## src/rtl/gf2m_operand_sequencer.sv

```systemverilog
// Operand register and MSB-first digit streamer in front of the gf2m multiplier.
// Define GF2M_SEQ_CHECK_EN to build the sticky mul_done protocol checker on err.
module gf2m_operand_sequencer #(
    parameter int DIGITAL    = 4,
    parameter int DATA_WIDTH = 163,
    parameter int NUM_DIGITS = DATA_WIDTH / DIGITAL + 1
) (
    input  logic                  clk,
    input  logic                  rst,
    input  logic                  in_valid,
    output logic                  in_ready,
    input  logic [DATA_WIDTH-1:0] in_a,
    input  logic [DATA_WIDTH-1:0] in_b,
    input  logic [DATA_WIDTH-1:0] in_g,
    output logic                  out_valid,
    input  logic                  out_ready,
    output logic [DATA_WIDTH-1:0] out_c,
    output logic                  mul_start,
    output logic [DATA_WIDTH-1:0] mul_a,
    output logic [DATA_WIDTH-1:0] mul_g,
    output logic [DIGITAL-1:0]    mul_b,
    input  logic [DATA_WIDTH-1:0] mul_t,
    input  logic                  mul_done,
    output logic                  err
);

    localparam int SR_W  = NUM_DIGITS * DIGITAL;
    localparam int CNT_W = $clog2(NUM_DIGITS + 1);
    localparam logic [CNT_W-1:0] LAST_DIGIT = CNT_W'(NUM_DIGITS - 1);

    typedef enum logic [2:0] {
        S_IDLE,
        S_START,
        S_FEED,
        S_WAIT,
        S_HOLD
    } state_t;

    state_t                state_q;
    logic                  in_ready_q;
    logic [DATA_WIDTH-1:0] a_q;
    logic [DATA_WIDTH-1:0] g_q;
    logic [SR_W-1:0]       sr_q;
    logic [CNT_W-1:0]      cnt_q;
    logic [DIGITAL-1:0]    mul_b_q;
    logic                  mul_start_q;
    logic                  out_valid_q;
    logic [DATA_WIDTH-1:0] out_c_q;

    // b zero-extended on top so the pad digit(s) lead the Horner stream.
    logic [SR_W-1:0] b_ext;
    assign b_ext = {{(SR_W - DATA_WIDTH){1'b0}}, in_b};

    always_ff @(posedge clk or negedge rst) begin
        if (!rst) begin
            state_q     <= S_IDLE;
            in_ready_q  <= 1'b0;
            a_q         <= '0;
            g_q         <= '0;
            sr_q        <= '0;
            cnt_q       <= '0;
            mul_b_q     <= '0;
            mul_start_q <= 1'b0;
            out_valid_q <= 1'b0;
            out_c_q     <= '0;
        end else begin
            mul_start_q <= 1'b0;
            case (state_q)
                S_IDLE: begin
                    in_ready_q <= 1'b1;
                    if (in_ready_q && in_valid) begin
                        a_q         <= in_a;
                        g_q         <= in_g;
                        // Digit 0 goes straight to mul_b; the register keeps digits 1..N-1.
                        mul_b_q     <= b_ext[SR_W-1 -: DIGITAL];
                        sr_q        <= b_ext << DIGITAL;
                        mul_start_q <= 1'b1;
                        in_ready_q  <= 1'b0;
                        state_q     <= S_START;
                    end
                end
                S_START: begin
                    cnt_q   <= '0;
                    state_q <= S_FEED;
                end
                S_FEED: begin
                    if (cnt_q == LAST_DIGIT) begin
                        mul_b_q <= '0;
                        state_q <= S_WAIT;
                    end else begin
                        mul_b_q <= sr_q[SR_W-1 -: DIGITAL];
                        sr_q    <= sr_q << DIGITAL;
                        cnt_q   <= cnt_q + CNT_W'(1);
                    end
                end
                S_WAIT: begin
                    // gf2m clears t_i_j one cycle after done, so capture on the pulse itself.
                    if (mul_done) begin
                        out_c_q     <= mul_t;
                        out_valid_q <= 1'b1;
                        state_q     <= S_HOLD;
                    end
                end
                S_HOLD: begin
                    if (out_ready) begin
                        out_valid_q <= 1'b0;
                        in_ready_q  <= 1'b1;
                        state_q     <= S_IDLE;
                    end
                end
                default: begin
                    state_q <= S_IDLE;
                end
            endcase
        end
    end

    assign in_ready  = in_ready_q;
    assign out_valid = out_valid_q;
    assign out_c     = out_c_q;
    assign mul_start = mul_start_q;
    assign mul_a     = a_q;
    assign mul_g     = g_q;
    assign mul_b     = mul_b_q;

`ifdef GF2M_SEQ_CHECK_EN
    logic first_wait_q;
    logic err_q;

    always_ff @(posedge clk or negedge rst) begin
        if (!rst) begin
            first_wait_q <= 1'b0;
            err_q        <= 1'b0;
        end else begin
            first_wait_q <= (state_q == S_FEED) && (cnt_q == LAST_DIGIT);
            if ((mul_done && (state_q != S_WAIT)) || (first_wait_q && !mul_done)) begin
                err_q <= 1'b1;
            end
        end
    end

    assign err = err_q;
`else
    assign err = 1'b0;
`endif

endmodule

```

## config.mk

```make
export PLATFORM = sky130hd
export DESIGN_NAME = gf2m_operand_sequencer
export DESIGN_NICKNAME = d
export VERILOG_FILES = /design/src/rtl/gf2m_operand_sequencer.sv
export SDC_FILE = /design/constraint.sdc
export NUM_CORES = 1
export LEC_CHECK = 0
export CAP_MARGIN = 20
export CORE_AREA = 2 2 451 453
export CTS_CLUSTER_DIAMETER = 120
export DETAILED_ROUTE_END_ITERATION = 8
export DIE_AREA = 0 0 453 455
export HOLD_SLACK_MARGIN = 0.08
export SLEW_MARGIN = 30
export SYNTH_ARGS = -nofsm -noshare
export SYNTH_HDL_FRONTEND = slang
export SYNTH_SLANG_ARGS = --single-unit
```

## constraint.sdc

```tcl
create_clock -name clk -period 2.3 [get_ports clk]
set_input_delay 0.46 -clock clk [delete_from_list [all_inputs] [get_ports clk]]
set_output_delay 0.46 -clock clk [all_outputs]
set_load 0.05 [all_outputs]
```

# Yosys cells after proc, flatten, opt, wreduce, memory -nomap -nowiden
# Index checks and enable logic that the tools add are counted.
# word_totals
output_inout_bits	497
reg_bits	669
wordCells	56
input_bits	657
# classes
eq_ne	10
n_addsub	1
n_mux	21
reduce_logical	14
# op_table
op	n
$mux W164	2
$pmux W164 S2	1
$pmux W3 S5	1
$mux W3	4
$pmux W6 S2	1
$ne A2 B2 Y1 const B	5
$reduce_and A2 Y1	5
$mux W4	2
$pmux W4 S2	1
$reduce_bool A2 Y1	4
$add A6 B1 Y6 const B	1
$eq A3 B2 Y1 const B	2
$eq A6 B6 Y1 const B	1
$mux W1	6
$mux W6	1
$reduce_and A3 Y1	2
$pmux W1 S2	2
$reduce_and A4 Y1	1
$eq A3 B1 Y1 const B	1
$eq A3 B3 Y1 const B	1
$logic_not A3 Y1	1
$logic_and A1 B1 Y1	1

# Depth between registers and ports, before layout
# Gate-level depths: netlist of the first run.
# depth
word_depth	3
mapped_depth	8
depth_no_buf	5

# Worst setup path after synthesis of the first run
# No wires, ideal clock.
# synth_path
path_kind	reg-to-reg
startpoint	reg in_ready_q, in the netlist in_ready
endpoint	reg a_q[100], in the netlist mul_a[100]
setup_slack_ns	0.433
synth_period_minus_slack_ns	1.867
n_path_buf	2
arrival_ns	1.743
t_required_ns	2.175
setup_ns	0.125
stages_incl_launch_ff	6
cell_sequence	dfrtp_1 nand4bb_2 nor2_4 buf_2 buf_4 mux2_2
# synth_between
elab_chain_cells	2
# synth_rtl
item	line_no	text
from (decl)	40	logic in_ready_q;
from (signal assigned)	57	in_ready_q <= 1'b0;
from (signal assigned)	70	in_ready_q <= 1'b1;
from (signal assigned)	78	in_ready_q <= 1'b0;
$logic_and A1 B1 Y1	71	if (in_ready_q && in_valid) begin
$reduce_and A2 Y1 (no source line)	-	
to (signal assigned)	72	a_q <= in_a;
to (decl)	41	logic [DATA_WIDTH-1:0] a_q;
# Every way passes these cells.
# A chain may end at the register's enable or synchronous reset.

# Worst setup path in the final report of the first run
# layout_path
startpoint	reg g_q[107], in the netlist mul_g[107]
endpoint	out mul_g[107]
# layout_rtl
item	line_no	text
from (decl)	42	logic [DATA_WIDTH-1:0] g_q;
from (signal assigned)	73	g_q <= in_g;
to (decl)	20	output logic [DATA_WIDTH-1:0] mul_g,
# No word-level cell between the ends.

==> results of run 1 <==
-- metrics by stage --
step	cell area [um^2]	TNS [ns]	worst slack [ns]	total power, mW	hold slack (ns)
2_1_floorplan	28000	0	0.433	48.4	0.164
6_report	45700	0	0.0801	76.8	0.255
5_1_grt	45700	0	0.00149	80.4	0.226
4_1_cts	45600	0	0.00239	77.4	0.210
3_3_place_gp	43300	-22.55	-0.139	65.3	0.402
3_5_place_dp	43300	-28.51	-0.164	65.9	0.399
-- area by class of cell --
| cell class | count | area share, % |
|---|---|---|
| Antenna cell | 21 | 0.115 |
| Clock buffer | 124 | 5.43 |
| Clock inverter | 32 | 0.805 |
| Inverter | 5 | 0.0684 |
| Multi-Input combinational cell | 1196 | 22.4 |
| Sequential cell | 665 | 36.4 |
| Tap cell | 2672 | 7.31 |
| Timing Repair Buffer | 1293 | 27.5 |
-- power breakdown --
| group | switching, mW | internal [mW] |
|---|---|---|
| Clock | 5.68 | 8.01 |
| Combinational | 28.3 | 13.6 |
| Sequential | 3.68 | 17.6 |
-- per-layer routing --
layer | GRT usage (%) | vias up | part of all wire [%]
li1 | - | 10100 | -
met1 | 16.4 | 11800 | 43
met2 | 18.9 | 1010 | 45
met3 | 5.00 | 168 | 9.7
met4 | 3.68 | 4 | 2.2
met5 | 1.06 | - | 0.24
-- timing repair --
| item | 4_1_cts | 5_1_grt |
|---|---|---|
| pin swaps | 0 | 0 |
| endpoints found under the setup margin | 387 | 14 |
| hold buffers | 1 | 0 |
| endpoints found under the hold margin | 55 | 0 |
| resized for setup | 387 | 2 |
| buffers inserted | 0 | 0 |
-- flip-flops by register name, indices dropped and copies added (netlist names) --
name / cells
in_ready: 1
out_valid: 1
mul_a: 163
mul_b: 4
state_q: 3
sr_q: 160
out_c: 163
mul_start: 1
mul_g: 163
cnt_q: 6
-- final timing paths --
path | from | endpoint | slack [ns] | cells past startpoint
worst max-delay path | mul_g[107] | mul_g[107] | 0.08 | 1
worst min-delay path | rst | mul_g[53] | 0.26 | 2
worst max register to register | cnt_q[1] | sr_q[101] | 0.17 | 7
worst min register to register | mul_g[30] | mul_g[30] | 0.48 | 1
max in group asynchronous | rst | mul_a[126] | 1.01 | 4
min in group clk | in_b[2] | sr_q[6] | 0.33 | 2
-- cell families (layout without fill, tap and decap cells) --
| logic type | Yosys count | in the layout | share of synthesized area [%] |
|---|---|---|---|
| adders and majority gates | 2 | 2 | 0.0892 |
| muxes | 490 | 490 | 19.7 |
| and+or+nand+nor | 188 | 188 | 3.63 |
| AOI/OAI and AO/OA | 515 | 515 | 12.9 |
| buffers and inverters | 208 | 1454 | 4.32 |
| DFF | 665 | 665 | 59.3 |
| other | 1 | 22 | 0.0134 |
-- layout by cell type, fill, tap and decap left out, drive strengths merged, types with 16 or more instances in the layout --
cell	count
a211oi	313
clkdlybuf4s50	655
mux2	489
inv	16
dfrtp	665
diode	21
dlygate4sd2	387
a21oi	162
nor3	157
buf	250
o21ai	19
clkbuf	124
==> impl_summary.log, run 1 <==
INFO  metric insertion_delay = 0.69 ns
INFO  metric synthArstFlopShare = 100%
INFO  metric synth_enable_flop_cells = 0
INFO  metric worstPathCellList = dlygate4sd2_1
INFO  metric syn_area = 28000 um^2
INFO  metric drt-wirelength-per-cell = 22.7 um
INFO  metric synthFlopType = dfrtp_1
INFO  metric post_route_cells_drive_above_1_share = 27.5%
INFO  metric final.period_utilization = 96.5%
INFO  metric cts_buffers = 85
INFO  metric multi_input_area = 10200 um^2
INFO  metric cp_data_required_time = 1.84 ns
INFO  metric drt-initial-drc-count = 1826
INFO  metric criticalPathCategory = flop to output pin
INFO  metric startpoint_type = flop
INFO  metric path_delay_family = buffers and inverters
INFO  metric setup_violations = 0
INFO  metric pin_count = 1154
INFO  metric antenna_violations_before_repair = between 40 and 50
INFO  metric synth.area.top_cells = dfrtp_1 (59%), mux2_2 (19%), a211oi_1 (7.3%)
INFO  metric status = complete, no violations
INFO  metric grt_setup_unrepaired = false
INFO  metric io_buffers = 1152
INFO  metric htreeDepth = 3
INFO  metric yosys-top-cells-count = dfrtp_1 (665), mux2_2 (468), a211oi_1 (271)
INFO  metric finalCoreUtilization = 22.7%
INFO  metric tritoncts_clock_tree = done
INFO  metric clock.fmax = between 400 and 500 MHz
INFO  metric worst_clock_skew = 0.0386 ns
INFO  metric synthDominantCellAreaShare = approximately three fifths
INFO  metric worst_slew_pin_slew = around 0.62 ns
INFO  metric cts_root_buf = clkbuf_16
INFO  metric critical_path.max_fanout = 2
INFO  metric tot_gr_track_use = about an eighth
INFO  metric drt.antenna.violating_nets = 0
INFO  metric seqCellArea = 16600 um^2
INFO  metric chipWidth = about 450 um
INFO  metric clk_path_buf_depth = 3
INFO  metric number_of_nets_at_the_end_of_the_flow = 3905
INFO  metric crit_path_max_incr_delay = 0.59 ns
INFO  metric timing.critical_path.slowest_stage_cell = dlygate4sd2_1
INFO  metric peakVddDrop = 0.891 mV
INFO  metric clkSlewWorstSetupHoldPaths = 0.06 ns
INFO  metric cp.arrival = 1.76 ns
INFO  metric drt_drc_violations_left = 0
INFO  metric synthDistinctLibCells = 46
INFO  metric synth_warnings = 0
INFO  metric final-hold-violation-count = 0
INFO  metric most_used_standard_cell_by_instance_count_after_synthesis = dfrtp_1
INFO  metric top_cell_type_by_total_area_after_synthesis = dfrtp_1
INFO  metric core = 201000 um^2
INFO  metric viasPerCell = 3.86
INFO  metric fillerInstances = around 21000
INFO  metric maxCapViolCount = 0
INFO  metric grt_pass1_vias = around 24000
INFO  metric die_area = 206000 um^2
INFO  metric clock-sinks = 665
INFO  metric layout-area-overhead-vs-synth = 63.0%
INFO  metric final-instance-count-excl-fill = 6008
INFO  metric timing.hold.worst.class = input pin to asynchronous set/reset pin
INFO  metric floorplan.initialDensity = 13.9%
INFO  metric syn-num-nets = 2728
INFO  metric synth-seq-cells = approximately 670
INFO  metric firstDrtPassIters = 5
INFO  metric numPlacedInstances = 5830
INFO  metric wire_length_of_the_first_global_routing_pass = 186 mm
INFO  metric critical_path.n_buffers_inverters = 1
INFO  metric setup.worst_path.end_class = output pin
INFO  metric place.detailed.hpwl = 108 mm
INFO  metric post-route-min-period = 2.22 ns
INFO  metric per_instance_average_area_after_synthesis = 13.6 um^2
INFO  metric ys_seq_area_share = just under 60%
INFO  metric congestion_overflow_gr = 0
INFO  metric powerDensity = 1680 nW/um^2
INFO  metric drv_slew = 0
INFO  metric place_congestion = roughly 0.87
INFO  metric core.rowCount = around 170
INFO  metric synthesized_instance_count = 2069
INFO  metric dr_total_vias = 23200
INFO  metric die_y = 455 um
INFO  metric max_slew_margin = 58.7%
INFO  metric static-leakage-power = approximately 18 nW
INFO  metric grt_start_max_net_pins = 85
INFO  metric wirelength = 137 mm
No activity file was read; power rests on OpenSTA's default activity.
==> run 2: changes to the inputs <==
--- a/config.mk
+++ b/config.mk
@@ -6,10 +6,12 @@
 export NUM_CORES = 1
 export LEC_CHECK = 0
 export CAP_MARGIN = 20
-export CORE_AREA = 2 2 451 453
+export CORE_AREA = 2 2 454 456
+export CTS_BUF_LIST = sky130_fd_sc_hd__clkbuf_8
 export CTS_CLUSTER_DIAMETER = 120
+export CTS_CLUSTER_SIZE = 20
 export DETAILED_ROUTE_END_ITERATION = 8
-export DIE_AREA = 0 0 453 455
+export DIE_AREA = 0 0 456 458
 export HOLD_SLACK_MARGIN = 0.08
 export SLEW_MARGIN = 30
 export SYNTH_ARGS = -nofsm -noshare
==> run 2 against run 1 <==
  * Clock skew rose by 0.037 ns
  * Sequential power barely moved
  * Maximum frequency fell by 1.2%
  * First-iteration DRC count rose by 4.5%
  * Die area rose by 1.3%
  * Global-route usage rose by 1.5 points
  * Combinational power rose by 5%
  * Wire length rose by 13%
  * Critical path depth rose by 6
  * Critical path type is now flop to flop
==> impl_summary.log, run 2 (synthesized netlist as in run 1, its figures left out) <==
INFO  metric clk_path_buf_depth = 3 (unchanged)
INFO  metric clkSlewWorstSetupHoldPaths = 0.15 ns (was 0.06 ns)
INFO  metric wirelength = 154 mm (was 137 mm)
INFO  metric grt_start_max_net_pins = 142 (was 85)
INFO  metric critical_path.max_fanout = 13 (was 2)
INFO  metric power_switching_share = 53.0% (was 49.0%)
INFO  metric cp.arrival = 2.90 ns (was 1.76 ns)
INFO  metric drv_slew = 0 (unchanged)
INFO  metric setup_violations = 0 (unchanged)
INFO  metric worst_slew_pin_slew = 0.832 ns (was 0.623 ns)
INFO  metric pin_count = 1154 (unchanged)
INFO  metric status = complete, no violations (unchanged)
INFO  metric chipWidth = 456 um (was 453 um)
INFO  metric static-leakage-power = 17.2 nW (was 18.5 nW)
INFO  metric cp_data_required_time = 2.96 ns (was 1.84 ns)
INFO  metric clkPwrFrac = 9.2% (was 17.8%)
INFO  metric max_slew_margin = 44.5% (was 58.7%)
INFO  metric timing.critical_path.slowest_stage_cell = a211oi_4 (was dlygate4sd2_1)
INFO  metric die_area = 209000 um^2 (was 206000 um^2)
INFO  metric final-hold-violation-count = 0 (unchanged)
INFO  metric dr_total_vias = 23100 (was 23200)
INFO  metric setup.worst_path.end_class = flop (was output pin)
INFO  metric maxCapViolCount = 0 (unchanged)
INFO  metric core.rowCount = 166 (was 165)
INFO  metric worstPathCellList = inv_1, ha_1, and4b_4, buf_4, clkbuf_16, a211oi_4, a211oi_1 (was dlygate4sd2_1)
INFO  metric most_frequent_standard_cell_in_the_layout_excluding_fill_and_tap_cells = dfrtp_1 (unchanged)
INFO  metric fillerInstances = 21800 (was 21500)
INFO  metric insertion_delay = 0.82 ns (was 0.69 ns)
INFO  metric grt_setup_unrepaired = false (unchanged)
INFO  metric startpoint_type = flop (unchanged)
INFO  metric powerDensity = 1630 nW/um^2 (was 1680 nW/um^2)
INFO  metric layout.cell_area.non_filler = 44100 um^2 (was 45700 um^2)
INFO  metric switching_power = 38.1 mW (was 37.6 mW)
INFO  metric worst_slack_after_detailed_placement = -0.276 ns (was -0.164 ns)
INFO  metric layout-area-overhead-vs-synth = 57.3% (was 63.0%)
INFO  metric internal_power = 33.8 mW (was 39.2 mW)
INFO  metric drt-initial-drc-count = 1908 (was 1826)
INFO  metric worst_clock_skew = 0.0754 ns (was 0.0386 ns)
INFO  metric crit_path_max_incr_delay = 0.52 ns (was 0.59 ns)
INFO  metric placement.cell_area = 42800 um^2 (was 43300 um^2)
INFO  metric final_cell_mix = dfrtp_1 (664), clkdlybuf4s50_1 (655), mux2_2 (468) (unchanged)
INFO  metric numPlacedInstances = 5831 (was 5830)
INFO  metric criticalPathCategory = flop to flop (was flop to output pin)
INFO  metric wire_length_of_the_first_global_routing_pass = 206 mm (was 186 mm)
INFO  metric clock.fmax = 445 MHz (was 450 MHz)
INFO  metric floorplan.initialDensity = 13.8% (was 13.9%)
INFO  metric die_y = 458 um (was 455 um)
INFO  metric antenna_violations_before_repair = 65 (was 46)
INFO  metric final-instance-count-excl-fill = 5947 (was 6008)
INFO  metric post-route-min-period = 2.25 ns (was 2.22 ns)
INFO  metric grt_pass1_vias = 23800 (was 23600)
INFO  metric overall_power_of_the_completed_layout = 71.8 mW (was 76.8 mW)
INFO  metric place.detailed.hpwl = 124 mm (was 108 mm)
INFO  metric drt.antenna.violating_nets = 0 (unchanged)
INFO  metric drt_drc_violations_left = 0 (unchanged)
INFO  metric cts_buffers = 45 (was 85)
INFO  metric number_of_nets_at_the_end_of_the_flow = 3875 (was 3905)
INFO  metric cts_root_buf = clkbuf_8 (was clkbuf_16)
INFO  metric clock-sinks = 665 (unchanged)
INFO  metric htreeDepth = 2 (was 3)
INFO  metric power_frac_seq = 30.0% (was 27.8%)
INFO  metric peakVddDrop = 0.877 mV (was 0.891 mV)
INFO  metric firstDrtPassIters = 5 (unchanged)
INFO  metric place_congestion = 0.923 (was 0.874)
INFO  metric tritoncts_clock_tree = done (unchanged)
INFO  metric share_comb_of_total_power = 60.8% (was 54.4%)
INFO  metric congestion_overflow_gr = 0 (unchanged)
INFO  metric fin_ws = 0.0538 ns (was 0.0801 ns)
INFO  metric io_buffers = 1152 (unchanged)
INFO  metric drt-wirelength-per-cell = 25.9 um (was 22.7 um)
INFO  metric timing.hold.worst.class = input pin to flop (was input pin to asynchronous set/reset pin)
INFO  metric tot_gr_track_use = 14.1% (was 12.5%)
INFO  metric final.period_utilization = 97.7% (was 96.5%)
INFO  metric viasPerCell = 3.89 (was 3.86)
INFO  metric core = 204000 um^2 (was 201000 um^2)
INFO  metric post_route_cells_drive_above_1_share = 32.5% (was 27.5%)
[run 2: changes by cell type in the layout (fill, tap and decap cells not counted), moves of 4 or more]
cell / delta
clkbuf_16: -84
clkdlybuf4s15_2: +153
inv_6: -5
clkinv_2: -8
diode_2: +6
clkbuf_8: +25
dlygate4sd2_1: -318
buf_4: +74
clkbuf_1: -18
a211oi_4: +4
dlygate4sd3_1: +21
buf_12: -13
clkdlybuf4s15_1: +90
bufinv_16: -4
[run 2: path summary, 6_finish.rpt]
check	start	end	slack, ns	cells past startpoint
worst max-delay path	cnt_q[0]	sr_q[57]	0.05	7
worst min-delay path	in_b[1]	sr_q[5]	0.20	2
worst max register to register	cnt_q[0]	sr_q[57]	0.05	7
worst min register to register	mul_a[30]	mul_a[30]	0.50	1
max in group asynchronous	rst	mul_a[73]	1.20	4
min in group asynchronous	rst	out_valid	0.30	2
[run 2: metrics by stage]
step                      hold WS [ns]  TNS (ns)  utilization, %
after floorplan                  0.164         0               -
after global placement           0.469    -18.89            21.0
after detailed placement         0.478    -14.25            21.0
after CTS                       0.0800  -0.00382            21.6
after global routing             0.134         0            21.7
final                            0.199         0            21.7
[run 2: power groups by stage]
stage	combinational, mW	sequential, mW	clock (mW)
2_1_floorplan	12.3	36.1	0
5_1_grt	45.8	22.2	7.35
4_1_cts	44.0	21.6	7.01
3_5_place_dp	45.0	21.8	0
6_report	43.7	21.6	6.60
3_3_place_gp	44.7	21.6	0
[run 2: final cells by class]
cell class                      count  area [um^2]  share of cell area [%]
Sequential cell                   665        16600                    37.7
Timing Repair Buffer             1303        12900                    29.3
Multi-Input combinational cell   1196        10300                    23.3
Tap cell                         2688         3360                    7.62
Clock buffer                       46          633                    1.43
Clock inverter                     17          190                   0.431
Antenna cell                       27         67.6                   0.153
Inverter                            5         28.8                  0.0652
[run 2: per-layer routing]
layer	global-route usage, %	up-vias	part of all wire (%)
li1	-	10000	-
met5	0	-	0.069
met2	21.5	949	45
met3	6.13	170	10
met4	4.62	16	2.5
met1	17.7	12000	42
[run 2: timing repair]
action,CTS,global route
setup buffers,0,3
hold buffers,22,0
setup endpoints to repair,323,38
gates resized for setup,723,1
cloned,0,1
hold endpoints to repair,277,0
pin swaps,0,1
[run 2: critical path, delay by kind of cell, from the launching register on]
family          cells  cell delay, ns
simple gates        1            0.26
fa+ha+maj           1            0.23
compound gates      2            0.62
flops               1            0.46
buf+inv             3            0.48
==> run 3: changes to the inputs <==
--- a/config.mk
+++ b/config.mk
@@ -6,12 +6,12 @@
 export NUM_CORES = 1
 export LEC_CHECK = 0
 export CAP_MARGIN = 20
-export CORE_AREA = 2 2 454 456
-export CTS_BUF_LIST = sky130_fd_sc_hd__clkbuf_8
+export CORE_AREA = 2 2 451 453
+export CTS_BUF_LIST = sky130_fd_sc_hd__clkbuf_16
 export CTS_CLUSTER_DIAMETER = 120
 export CTS_CLUSTER_SIZE = 20
 export DETAILED_ROUTE_END_ITERATION = 8
-export DIE_AREA = 0 0 456 458
+export DIE_AREA = 0 0 453 455
 export HOLD_SLACK_MARGIN = 0.08
 export SLEW_MARGIN = 30
 export SYNTH_ARGS = -nofsm -noshare
==> run 3 against run 2 <==
  * Flip-flop and latch count unchanged
  * Combinational power decreased by 4%
  * Global-route usage decreased by 1.7 points
  * Core utilization increased by 0.28 points
  * Critical endpoint is now mul_g[63]
==> impl_summary.log, run 3 (synthesized netlist as in run 1, its figures left out) <==
INFO  metric floorplan.initialDensity = 13.9% (was 13.8%)
INFO  metric clock.fmax = 458 MHz (was 445 MHz)
INFO  metric insertion_delay = 0.68 ns (was 0.82 ns)
INFO  metric drv_slew = 0 (unchanged)
INFO  metric cts_root_buf = clkbuf_16 (was clkbuf_8)
INFO  metric firstDrtPassIters = 5 (unchanged)
INFO  metric path_delay_family = buffers and inverters (was compound AO/OA/AOI/OAI gates)
INFO  metric fin_ws = 0.117 ns (was 0.0538 ns)
INFO  metric worst_slack_after_detailed_placement = -0.164 ns (was -0.276 ns)
INFO  metric r2r_cells = 7 (unchanged)
INFO  metric numPlacedInstances = 5830 (was 5831)
INFO  metric drt.antenna.violating_nets = 0 (unchanged)
INFO  metric crit_path_max_incr_delay = 0.59 ns (was 0.52 ns)
INFO  metric grt_setup_unrepaired = false (unchanged)
INFO  metric cts_buffers = 44 (was 45)
INFO  metric worst_setup_path_endpoint = mul_g[63] (was sr_q[57])
INFO  metric timing.hold.worst.class = input pin to asynchronous set/reset pin (was input pin to flop)
INFO  metric place.detailed.hpwl = 108 mm (was 124 mm)
INFO  metric criticalPathCategory = flop to output pin (was flop to flop)
INFO  metric htreeDepth = 2 (unchanged)
INFO  metric number_of_nets_at_the_end_of_the_flow = 3865 (was 3875)
INFO  metric max_slew_margin = 58.3% (was 44.5%)
INFO  metric status = complete, no violations (unchanged)
INFO  metric clock-sinks = 665 (unchanged)
INFO  metric setup_violations = 0 (unchanged)
INFO  metric layout-area-overhead-vs-synth = 57.4% (was 57.3%)
INFO  metric dr_total_vias = 22800 (was 23100)
INFO  metric drt-initial-drc-count = 1788 (was 1908)
INFO  metric post-route-min-period = 2.18 ns (was 2.25 ns)
INFO  metric congestion_overflow_gr = 0 (unchanged)
INFO  metric layout.cell_area.non_filler = 44200 um^2 (was 44100 um^2)
INFO  metric core.rowCount = 165 (was 166)
INFO  metric setup.worst_path.end_class = output pin (was flop)
INFO  metric final_cell_mix = dfrtp_1 (664), clkdlybuf4s50_1 (655), mux2_2 (468) (unchanged)
INFO  metric r2r-end = sr_q[65] (was sr_q[57])
INFO  metric wirelength = 136 mm (was 154 mm)
INFO  metric startpoint_type = flop (unchanged)
INFO  metric drt-wirelength-per-cell = 22.9 um (was 25.9 um)
INFO  metric static-leakage-power = 17.7 nW (was 17.2 nW)
INFO  metric cp.arrival = 1.72 ns (was 2.90 ns)
INFO  metric die_area = 206000 um^2 (was 209000 um^2)
INFO  metric post_route_cells_drive_above_1_share = 25.8% (was 32.5%)
INFO  metric clk_path_buf_depth = 3 (unchanged)
INFO  metric io_buffers = 1152 (unchanged)
INFO  metric final-instance-count-excl-fill = 5912 (was 5947)
INFO  metric clkSlewWorstSetupHoldPaths = 0.08 ns (was 0.15 ns)
INFO  metric final.period_utilization = 94.9% (was 97.7%)
INFO  metric wire_length_of_the_first_global_routing_pass = 184 mm (was 206 mm)
INFO  metric antenna_violations_before_repair = 47 (was 65)
INFO  metric core = 201000 um^2 (was 204000 um^2)
INFO  metric final-hold-violation-count = 0 (unchanged)
INFO  metric maxCapViolCount = 0 (unchanged)
INFO  metric worst_slew_pin_slew = 0.629 ns (was 0.832 ns)
INFO  metric timing.critical_path.slowest_stage_cell = dlygate4sd2_1 (was a211oi_4)
INFO  metric viasPerCell = 3.85 (was 3.89)
INFO  metric overall_power_of_the_completed_layout = 71.4 mW (was 71.8 mW)
INFO  metric worst_r2r_startpoint = cnt_q[1] (was cnt_q[0])
INFO  metric placement.cell_area = 43300 um^2 (was 42800 um^2)
INFO  metric chipWidth = 453 um (was 456 um)
INFO  metric path_depth = 1 (was 7)
INFO  metric worst-r2r-setup-slack = 0.16 ns (was 0.05 ns)
INFO  metric tot_gr_track_use = 12.4% (was 14.1%)
INFO  metric grt_start_max_net_pins = 85 (was 142)
INFO  metric drt_drc_violations_left = 0 (unchanged)
INFO  metric critical_path.max_fanout = 2 (was 13)
INFO  metric worstPathCellList = dlygate4sd2_1 (was inv_1, ha_1, and4b_4, buf_4, clkbuf_16, a211oi_4, a211oi_1)
INFO  metric worst_clock_skew = 0.0607 ns (was 0.0754 ns)
INFO  metric critical_path.n_buffers_inverters = 1 (was 3)
INFO  metric die_y = 455 um (was 458 um)
INFO  metric worst_setup_path_startpoint = mul_g[63] (was cnt_q[0])
INFO  metric peakVddDrop = 0.878 mV (was 0.877 mV)
INFO  metric pin_count = 1154 (unchanged)
INFO  metric powerDensity = 1620 nW/um^2 (was 1630 nW/um^2)
INFO  metric most_frequent_standard_cell_in_the_layout_excluding_fill_and_tap_cells = dfrtp_1 (unchanged)
INFO  metric cp_data_required_time = 1.84 ns (was 2.96 ns)
INFO  metric tritoncts_clock_tree = done (unchanged)
INFO  metric worst_slack_on_hold_paths = 0.282 ns (was 0.199 ns)
INFO  metric place_congestion = 0.874 (was 0.923)
INFO  metric grt_pass1_vias = 23100 (was 23800)
-- run 3: worst min-delay path by stage --
stage / from / endpoint / slack [ns] / cells past startpoint
2_1_floorplan: rst / cnt_q[0] / 0.16 / 0
3_5_place_dp: rst / mul_g[53] / 0.40 / 1
4_1_cts: rst / mul_g[53] / 0.26 / 2
5_1_grt: rst / mul_g[53] / 0.27 / 2
6_report: rst / mul_g[53] / 0.28 / 2
3_3_place_gp: rst / mul_g[53] / 0.40 / 1
-- run 3: cell type report --
class,count,area (um^2)
multi-input cells,1196,10200
flip-flops and latches,665,16600
inverters,5,31.3
clock inverters,15,191
well taps,2672,3340
clock buffers,44,1100
fillers,21600,157000
diodes,21,52.6
repair buffers,1294,12600
-- run 3: worst register-to-register path, cell delays in order, from the launching register on --
cell,delay (ns)
dfrtp_1,0.44
inv_1,0.10
ha_1,0.18
and4b_4,0.40
buf_6,0.28
buf_4,0.27
a211oi_1,0.11
a211oi_1,0.22
-- run 3: power breakdown --
group / leakage (nW) / switching (mW) / internal, mW / total (mW)
clock network: 0.639 / 4.74 / 3.60 / 8.34
logic: 9.31 / 28.2 / 13.6 / 41.8
registers: 7.76 / 3.69 / 17.6 / 21.3
-- run 3: through the flow --
step | setup TNS (ns) | utilization (%)
2_1_floorplan | 0 | -
3_3_place_gp | -22.55 | 21.5
3_5_place_dp | -28.51 | 21.5
4_1_cts | 0 | 21.9
5_1_grt | 0 | 21.9
6_report | 0 | 21.9
-- run 3: repair_timing --
| item | in CTS | in global routing |
|---|---|---|
| hold endpoints to repair | 55 | 0 |
| resized for setup | 388 | 0 |
| hold buffers | 1 | 0 |
| setup buffers | 0 | 1 |
| setup endpoints to repair | 390 | 6 |
-- run 3: layer usage --
metal  global-route usage (%)  wire [um]
met5                        0         27
met4                     3.29       2820
met3                     4.69      12600
met2                     18.9      61600
met1                     16.3      58600
==> RTL change 1 (config.mk and constraints of run 1) <==
Change the parameter `DIGITAL` from 4 to 8.
--- a/src/rtl/gf2m_operand_sequencer.sv
+++ b/src/rtl/gf2m_operand_sequencer.sv
@@ -2,5 +2,5 @@
 // Define GF2M_SEQ_CHECK_EN to build the sticky mul_done protocol checker on err.
 module gf2m_operand_sequencer #(
-    parameter int DIGITAL    = 4,
+    parameter int DIGITAL    = 8,
     parameter int DATA_WIDTH = 163,
     parameter int NUM_DIGITS = DATA_WIDTH / DIGITAL + 1
Ports: changed (resized mul_b); port bits go from 1154 to 1158. The function was not compared with the original's and may differ.
==> RTL change 1 against run 1 <==
- non-clock buffer count shrank 18
- wire length down 10%
- via count shrank 14%
- utilization fell by 0.90 points
- area after synthesis decreased by 6.6%
- cell area fell by 4.0%
- sequential cell count rose by 3
- register-to-register slack worse by 0.02 ns
- first-iteration DRC count shrank 26%
- worst setup slack got worse by 0.023 ns
- power fell by 1.9%
- largest power group unchanged
==> RTL change 1: results <==
set metrics [dict create \
    ant_nets 0 \
    wl_met3_um 11400 \
    ys_top_cells_by_area "dfrtp_1 64%, mux2_2 20%, o221a_2 6.5%" \
    reg2reg_from "cnt_q[0]$_DFFE_PN0P_" \
    reg2reg_slack_ns 0.15 \
    antenna_found_initial 36 \
    layout.nets 3559 \
    drtIter0Drc 1345 \
    wl_met1_um 43100 \
    crit_family "buffers and inverters" \
    synth-seq-area-share 0.638 \
    syn-num-nets 2331 \
    outcome "finished, final reports clean" \
    ys_top_cells_by_count "668 x dfrtp_1, 459 x mux2_2, 153 x or3_1, 152 x o221a_2, 48 x clkbuf_1" \
    r2r_end "sr_q[157]$_DFFE_PN0P_" \
    drive_above_1_share 0.329 \
    grt_util_met3 0.0471 \
    place.gp.congestion 0.836 \
    wire_per_inst_um 21.7 \
    vias_per_cell 3.52 \
    cp.arrival_ns 1.78 \
    met2_length_um 61700 \
    relSlewSlack 0.541 \
    port_buffers 1156 \
    p_leak_nw 18.2 \
    finalClockSkew_ns 0.0399 \
    crit_path_end "out_c[76]" \
    grt_pass1_vias 20833 \
    ys_types 45 \
    grtUsageMet1 0.118 \
    vdd_drop_max_mv 1.16 \
    drt_pass1_iterations 5 \
    grt_max_degree 90 \
    grt_pass1_wl_um 164000 \
    grtUsageMet2 0.188 \
    cts_buffers 81 \
    track_usage 0.113 \
    dp_hpwl_um 98900 \
    clk_latency_ns 0.71 \
    clkTransAtPathRegs_ns 0.06 \
    placed_area_um2 41500 \
    startpoint "out_c[76]$_DFFE_PN0P_" \
    synth_top_area_frac 0.638 \
]
==> RTL change 1: cell types whose count changed after synthesis, moves of 23 or more <==
cell / change
a211oi_1: -271
nor3_1: -155
buf_2: -23
o221a_2: +152
a211oi_2: -42
a21oi_1: -160
clkbuf_1: -29
or3_1: +153
==> RTL change 1: metrics by stage <==
step,worst slack (ns),utilization,hold WS (ns),std cells,power (mW)
floorplan,0.144,-,0.164,1672,47.7
global route,0.00936,0.218,0.270,5652,78.8
CTS,0.00740,0.218,0.230,5636,76.3
finish,0.0569,0.218,0.296,5661,75.3
detailed placement,-0.122,0.206,0.411,5488,64.9
global placement,-0.156,0.206,0.412,5488,64.5
==> RTL change 1: cell type report <==
| class | count | area [µm²] |
|---|---|---|
| repair buffers | 1275 | 12200 |
| fillers | 21492 | 157000 |
| clock inverters | 26 | 387 |
| flip-flops and latches | 668 | 16700 |
| diodes | 25 | 62.6 |
| multi-input cells | 865 | 8720 |
| inverters | 9 | 50.0 |
| clock buffers | 121 | 2410 |
| well taps | 2672 | 3340 |
==> RTL change 1: logic make-up (layout without fill, tap and decap cells) <==
group                    Yosys count  after routing  share of synthesized area
adder cells (fa/ha/maj)            2              2                   0.000955
AO/OA/AOI/OAI                    189            189                     0.0770
flip-flops                       668            668                      0.638
buffers and inverters            139           1431                     0.0299
multiplexers                     490            490                      0.211
AND/OR/NAND/NOR                  183            183                     0.0432
other                              1             26                   0.000143
==> RTL change 1: power by group <==
part	total, mW	switching [mW]	internal, mW
registers	21.7	3.86	17.8
logic	40.3	26.1	14.1
clock network	13.4	5.44	7.98
total	75.3	35.4	39.9
==> RTL change 1: timing repair <==
item	CTS	global route
hold buffers	1	0
setup endpoints to repair	391	0
gates resized for setup	396	0
endpoints found under the hold margin	204	0
==> RTL change 2 (config.mk and constraints of run 1) <==
Made on the original files. Re-encode `state_t` (5 states) as one-hot, 5 bits wide.
--- a/src/rtl/gf2m_operand_sequencer.sv
+++ b/src/rtl/gf2m_operand_sequencer.sv
@@ -29,10 +29,10 @@
     localparam logic [CNT_W-1:0] LAST_DIGIT = CNT_W'(NUM_DIGITS - 1);
 
-    typedef enum logic [2:0] {
-        S_IDLE,
-        S_START,
-        S_FEED,
-        S_WAIT,
-        S_HOLD
+    typedef enum logic [4:0] {
+        S_IDLE  = 5'b00001,
+        S_START = 5'b00010,
+        S_FEED  = 5'b00100,
+        S_WAIT  = 5'b01000,
+        S_HOLD  = 5'b10000
     } state_t;
 
Formal check against the unedited RTL: same outputs for any inputs over 4 cycles, from zero or initial values and one cycle with rst low; so few cycles prove little.
==> RTL change 2 against run 1 <==
- the run now ends with setup timing left
- worst setup slack worse by 0.22 ns
- maximum frequency is 9.0% lower
- sequential cell count up 2
- cell area grew 2.2%
- power fell by 19%
- hold slack gained 0.0043 ns
- wire length up 0.94%
- combinational power shrank 27%
- area after synthesis decreased by 2.4%
- critical endpoint is now sr_q[136]$_DFFE_PN0P_
- largest cell class unchanged
==> RTL change 2: results <==
set metrics [dict create \
    final-seq-area_um2 16700 \
    clock_area_frac 0.0599 \
    clkSinkCount 667 \
    cp.arrival_ns 3.01 \
    grt_pass1_wl_um 188000 \
    setup_slack_ns -0.139 \
    drive_above_1_share 0.255 \
    crit_path_top_delay_cell "dfstp_2" \
    reg2reg_depth 6 \
    cts_resized 448 \
    cp_max_fo 23 \
    tns_ns -15.50 \
    worstMarginPinSlew_ns 0.680 \
    dp.cells 6152 \
    p_leak_nw 22.5 \
    cts_buffers 81 \
    dp_hpwl_um 108000 \
    ys_top_cells_by_count "982 x nand2_1, 666 x dfrtp_1, 376 x mux2_2, 100 x mux2_4, 69 x clkbuf_1" \
    crit_path_end "sr_q[136]$_DFFE_PN0P_" \
    ys_top_cells_by_area "dfrtp_1 61%, mux2_2 15%, nand2_1 13%" \
    buffer_area_frac 0.296 \
    synthAdderAreaFrac 0.000914 \
    num-multi-input-gates 1524 \
    setup_viol 230 \
    crit_family "simple AND/OR/NAND/NOR gates" \
    outcome "complete, but fails checks" \
    vias_per_cell 3.52 \
    finalClockSkew_ns 0.0651 \
    pre_cts_slack_ns -0.235 \
    antenna_found_initial 23 \
    hold_ws_ns 0.259 \
    grt_pass1_vias 23711 \
    final.clkbuf_count 117 \
    cpPeakStageDelay_ns 0.53 \
    postCtsSetupBuffers 19 \
    violations "setup timing" \
    grt_max_degree 91 \
    synth_xor_xnor_area_share 0.000640 \
    layout.nets 4280 \
    syn-num-nets 2986 \
    multi_input_area_share 0.214 \
    reg2reg_from "state_q[0]$_DFFE_PN1P_" \
    vias 22459 \
]
[RTL change 2: routing by layer]
layer / track usage / vias to the layer above / part of all wire / wire [µm]
li1: - / 10201 / - / -
met1: 0.144 / 11279 / 0.38 / 52500
met2: 0.233 / 798 / 0.52 / 71400
met3: 0.0379 / 175 / 0.067 / 9270
met4: 0.0441 / 6 / 0.034 / 4700
met5: 0 / - / 0.00033 / 46
[RTL change 2: per-stage QoR]
stage,util,power (mW)
3_3_place_gp,0.212,47.8
5_1_grt,0.232,65.8
6_report,0.232,62.5
3_5_place_dp,0.212,48.2
4_1_cts,0.231,63.3
2_1_floorplan,-,36.5
[RTL change 2: power breakdown]
group / total [mW] / leakage (nW) / internal (mW) / switching [mW]
logic: 30.7 / 12.7 / 11.6 / 19.1
clock network: 13.4 / 1.35 / 7.68 / 5.69
registers: 18.5 / 8.45 / 16.1 / 2.39
total: 62.5 / 22.5 / 35.4 / 27.1
